<file path="config.mk">
export PLATFORM = sky130hd
export DESIGN_NAME = counter_down_load
export DESIGN_NICKNAME = d
export VERILOG_FILES = /design/src/rtl/counter_down_load.sv
export SDC_FILE = /design/constraint.sdc
export NUM_CORES = 1
export LEC_CHECK = 0
export BUFFER_PORTS_ARGS = -buffer_cell sky130_fd_sc_hd__buf_2
export CORE_AREA = 3 3 40 42
export DETAILED_ROUTE_END_ITERATION = 12
export DIE_AREA = 0 0 43 45
export HOLD_SLACK_MARGIN = 0.02
export SLEW_MARGIN = 20
export SYNTH_ARGS = -nofsm -noshare
export SYNTH_HDL_FRONTEND = slang
export SYNTH_SLANG_ARGS = --single-unit
export TNS_END_PERCENT = 10
</file>
<file path="constraint.sdc">
create_clock -name clk -period 1.4 [get_ports clk]
set_input_delay 0.28 -clock clk [delete_from_list [all_inputs] [get_ports clk]]
set_output_delay 0.28 -clock clk [all_outputs]
set_load 0.005 [all_outputs]
</file>
<file path="src/rtl/counter_down_load.sv">
// counter_down_load
// Loadable down-counter with a two-state IDLE/COUNT controller.
// A start in IDLE loads i-1 (saturated to the M-bit range) and the counter
// then walks down to zero on enabled edges, pulsing done at terminal count.
// An i of zero produces an immediate done pulse without ever going busy.
//
// Optional feature: define COUNTER_DOWN_RELOAD_EN for periodic mode, where
// terminal count reloads the latched start value and the counter keeps
// running until stop or reset. Without the macro the counter is one-shot.
module counter_down_load #(
    parameter int M  = 3,
    parameter int ni = 3
) (
    input  logic          clk,
    input  logic          reset,
    input  logic          start,
    input  logic          en,
    input  logic          stop,
    input  logic [ni-1:0] i,
    output logic [M-1:0]  out,
    output logic          busy,
    output logic          done
);

    // Working width for the load arithmetic: wide enough for both i and out.
    localparam int W = (ni > M) ? ni : M;

    typedef enum logic {
        IDLE  = 1'b0,
        COUNT = 1'b1
    } state_t;

    state_t         state_q;
    logic [M-1:0]   out_q;
    logic           busy_q;
    logic           done_q;

    logic [M-1:0]   startVal_d;

    // Converts a load value into the first count value: v-1, clamped to the
    // largest M-bit value when i is wider than the output. Callers only pass
    // non-zero values, so the decrement never wraps.
    function automatic logic [M-1:0] satLoad(input logic [ni-1:0] v);
        logic [W-1:0] wide;
        logic [W-1:0] maxVal;
        wide   = W'(v) - W'(1);
        maxVal = W'({M{1'b1}});
        if (wide > maxVal) begin
            satLoad = {M{1'b1}};
        end else begin
            satLoad = wide[M-1:0];
        end
    endfunction

    assign startVal_d = satLoad(i);

`ifdef COUNTER_DOWN_RELOAD_EN
    // In periodic mode the start value has to survive the whole run so each
    // period can restart from it; i itself may change freely while counting.
    logic [ni-1:0]  load_q;
    logic [M-1:0]   reloadVal_d;

    assign reloadVal_d = satLoad(load_q);
`endif

    // Controller and all registered outputs live in one clocked process so
    // out, busy and done always change together on the same edge.
    always_ff @(posedge clk or negedge reset) begin
        if (!reset) begin
            state_q <= IDLE;
            out_q   <= '0;
            busy_q  <= 1'b0;
            done_q  <= 1'b0;
`ifdef COUNTER_DOWN_RELOAD_EN
            load_q  <= '0;
`endif
        end else begin
            done_q <= 1'b0;
            case (state_q)
                IDLE: begin
                    if (start) begin
                        if (i != '0) begin
                            out_q   <= startVal_d;
                            busy_q  <= 1'b1;
                            state_q <= COUNT;
`ifdef COUNTER_DOWN_RELOAD_EN
                            load_q  <= i;
`endif
                        end else begin
                            done_q  <= 1'b1;
                            out_q   <= '0;
                            busy_q  <= 1'b0;
                        end
                    end
                end

                COUNT: begin
                    if (stop) begin
                        out_q   <= '0;
                        busy_q  <= 1'b0;
                        state_q <= IDLE;
                    end else if (en) begin
                        if (out_q != '0) begin
                            out_q <= out_q - M'(1);
                        end else begin
                            done_q <= 1'b1;
`ifdef COUNTER_DOWN_RELOAD_EN
                            out_q   <= reloadVal_d;
`else
                            out_q   <= '0;
                            busy_q  <= 1'b0;
                            state_q <= IDLE;
`endif
                        end
                    end
                end

                default: begin
                    out_q   <= '0;
                    busy_q  <= 1'b0;
                    state_q <= IDLE;
                end
            endcase
        end
    end

    assign out  = out_q;
    assign busy = busy_q;
    assign done = done_q;

endmodule

</file>
==> results.yml <==
yosys:
  ys_seq_area_share_pct: 37.9
  ys_warn_count: 0
  syn_nets: 54
  ys_ff_latch: 6
  syn_area_per_cell_um2: 9.22
  synth_area_um2: 397
  synthDistinctLibCells: 22
  netlist_instances: 43
sta:
  relSlewSlack_pct: 88.8
  period_share_pct: 88.4
  drv_slew: 0
  setup_viol: 0
  fin_skew_ns: 0.00232
  tightest_slew_ns: 0.167
  fin_tns_setup_ns: 0
  fmax_ghz: 0.808
  rsz0062_at_grt: "false"
  period_minus_slack_ns: 1.24
  hold_viol: 0
clock_network:
  clk_latency_ns: 0.24
  cts.sinks: 6
  cts_tree: "built"
  h-tree-depth: 1
  clock_path_buffers: 2
  clk_pin_slew_ns: 0.05
  cts_made_buffers: 3
  cts_root_buf: "clkbuf_4"
power_and_ir_drop:
  p_per_area_nw_per_um2: 1140
  internal-power_mw: 0.408
  ir_worst_vdd_mv: 0.398
  finalPower_mw: 0.588
  clockPowerShare_pct: 26.6
  p_leak_nw: 0.265
  pwr-share-seq_pct: 40.0
  p_switching_mw: 0.180
  combPwrFrac_pct: 33.4
  swShare_pct: 30.6
grt:
  grt-ovfl-total: 0
  grtUsageTotal_pct: 9.37
  antenna_found_initial: 0
  grt_pass1_vias: 318
  grt_pass1_wl_um: 1340
  grt_max_degree: 10
routing:
  drc: 0
  avgRoutedWirePerCell_um: 10.6
  via_count: 345
  drt_iter0_drc: 8
  wl_um: 797
  ant_nets: 0
  vias_per_cell: 4.60
  dr.pass1.iters: 4
final_layout:
  area_delta_synth_final_pct: 30.6
  layout_commonest_cell: "buf_2"
  instances_no_fill: 75
  nets: 73
  drive_above_1_share_pct: 33.3
  layout_common_cells: "12 x buf_2, 6 x dfrtp_1, 4 x inv_1"
  num_antenna_cells: 0
  fillers: 142
floorplanning:
  die_h_um: 45
  dieArea_um2: 1940
  die-width_um: 43
  coreArea_um2: 1280
  num_io_pins: 13
  rows: 13
  start_util_pct: 30.9
placement:
  dp.cells: 71
  routabilityCongestion: 0.707
  numPortBuffers: 12
  hpwl_um: 627
critical_path:
  crit_fanout: 5
  critPathLaunchType: "flip-flop"
  crit_type: "reg -> reg"
  endpoint_kind: "flip-flop"
  crit_end: "busy$_DFFE_PN0P_"
  cp.arrival_ns: 1.36
  rr_worst_depth: 3
  required_ns: 1.52
  critPathLaunch: "out[1]$_DFFE_PN0P_"
  r2r_setup_slack_ns: 0.16
  r2r_start: "out[1]$_DFFE_PN0P_"
  timing.rr.end: "busy$_DFFE_PN0P_"
job:
  drv_cap: 0
worst_hold_path:
  holdCritPathClass: "in -> reg"
outcome:
  outcome: "complete, no violations"
==> through the flow <==
step / util (%) / hold WS (ns) / cell area (um^2) / worst slack (ns)
finish: 40.3 / 0.347 / 518 / 0.162
detailed placement: 37.8 / 0.112 / 485 / 0.110
CTS: 40.3 / 0.344 / 518 / 0.162
global placement: 37.8 / 0.109 / 485 / 0.128
global route: 40.3 / 0.354 / 518 / 0.127
floorplan: - / -0.0156 / 397 / 0.173
==> flip-flops by register name (all words and copies together), names as in the netlist <==
name / cells
out: 3
done: 1
state_q: 1
busy: 1
==> power groups by stage <==
stage / logic, mW / clock network [mW] / registers, mW
after CTS: 0.198 / 0.159 / 0.236
after global placement: 0.196 / 0 / 0.238
after detailed placement: 0.195 / 0 / 0.238
after floorplan: 0.103 / 0 / 0.248
final: 0.196 / 0.156 / 0.235
after global routing: 0.219 / 0.174 / 0.242
==> synthesized netlist by cell type <==
library cell	n	share of area [%]
nand3b_1	1	1.9
o2bb2ai_1	2	4.4
buf_2	1	1.3
nor2_1	3	2.8
or4b_4	1	3.5
o21ai_1	3	3.8
ha_1	3	9.5
nor2b_4	1	3.5
dfrtp_1	6	38
a221o_1	1	2.5
nand2b_1	3	4.7
inv_1	4	3.8
nand2_1	3	2.8
o22ai_2	1	3.2
o22ai_1	1	1.6
a31oi_1	2	3.2
and3_1	1	1.6
o21ai_0	1	1.3
and2_1	1	1.6
nand3_1	1	1.3
nor2b_1	2	3.2
clkinv_1	1	0.95
==> routing by layer <==
layer | up-vias | wire [um] | global-route usage, %
met1 | 143 | 382 | 12.0
li1 | 187 | - | -
met5 | - | 0 | 0
met4 | 0 | 0 | 3.61
met3 | 0 | 79 | 4.38
met2 | 15 | 335 | 13.8
==> critical path, cell delays in order, from the launching register on <==
cell and delay, ns:
dfrtp_1 0.41, or4b_4 0.55, nand3_1 0.10, o21ai_1 0.06
==> worst min-delay path by stage <==
stage,from,end,depth (start not counted)
detailed placement,reset,out[1]$_DFFE_PN0P_,1
CTS,stop,state_q$_DFF_PN0_,4
finish,stop,state_q$_DFF_PN0_,4
floorplan,reset,busy$_DFFE_PN0P_,0
global route,stop,done$_DFF_PN0_,4
global placement,reset,out[2]$_DFFE_PN0P_,1
==> area by class of cell <==
class / instances / area, um^2 / area share (%)
Tap cell: 15 / 18.8 / 3.62
Timing Repair Buffer: 15 / 85.1 / 16.4
Clock buffer: 3 / 22.5 / 4.35
Sequential cell: 6 / 150 / 29.0
Inverter: 5 / 18.8 / 3.62
Multi-Input combinational cell: 31 / 223 / 43.0
==> kinds of logic (layout without fill, tap and decap cells) <==
group | count (synthesis) | after routing | synth area share (%)
fa+ha+maj | 3 | 3 | 9.46
compound gates | 11 | 11 | 19.9
buf+inv | 6 | 23 | 5.99
flops | 6 | 6 | 37.9
simple gates | 17 | 17 | 26.8
==> what timing repair did <==
item                       CTS  global route
resized for setup            0             0
hold buffers                 1             0
hold endpoints to repair     6             0
buffers inserted             0             0
setup endpoints to repair    0             0
Power figures use the tool's default switching activity.
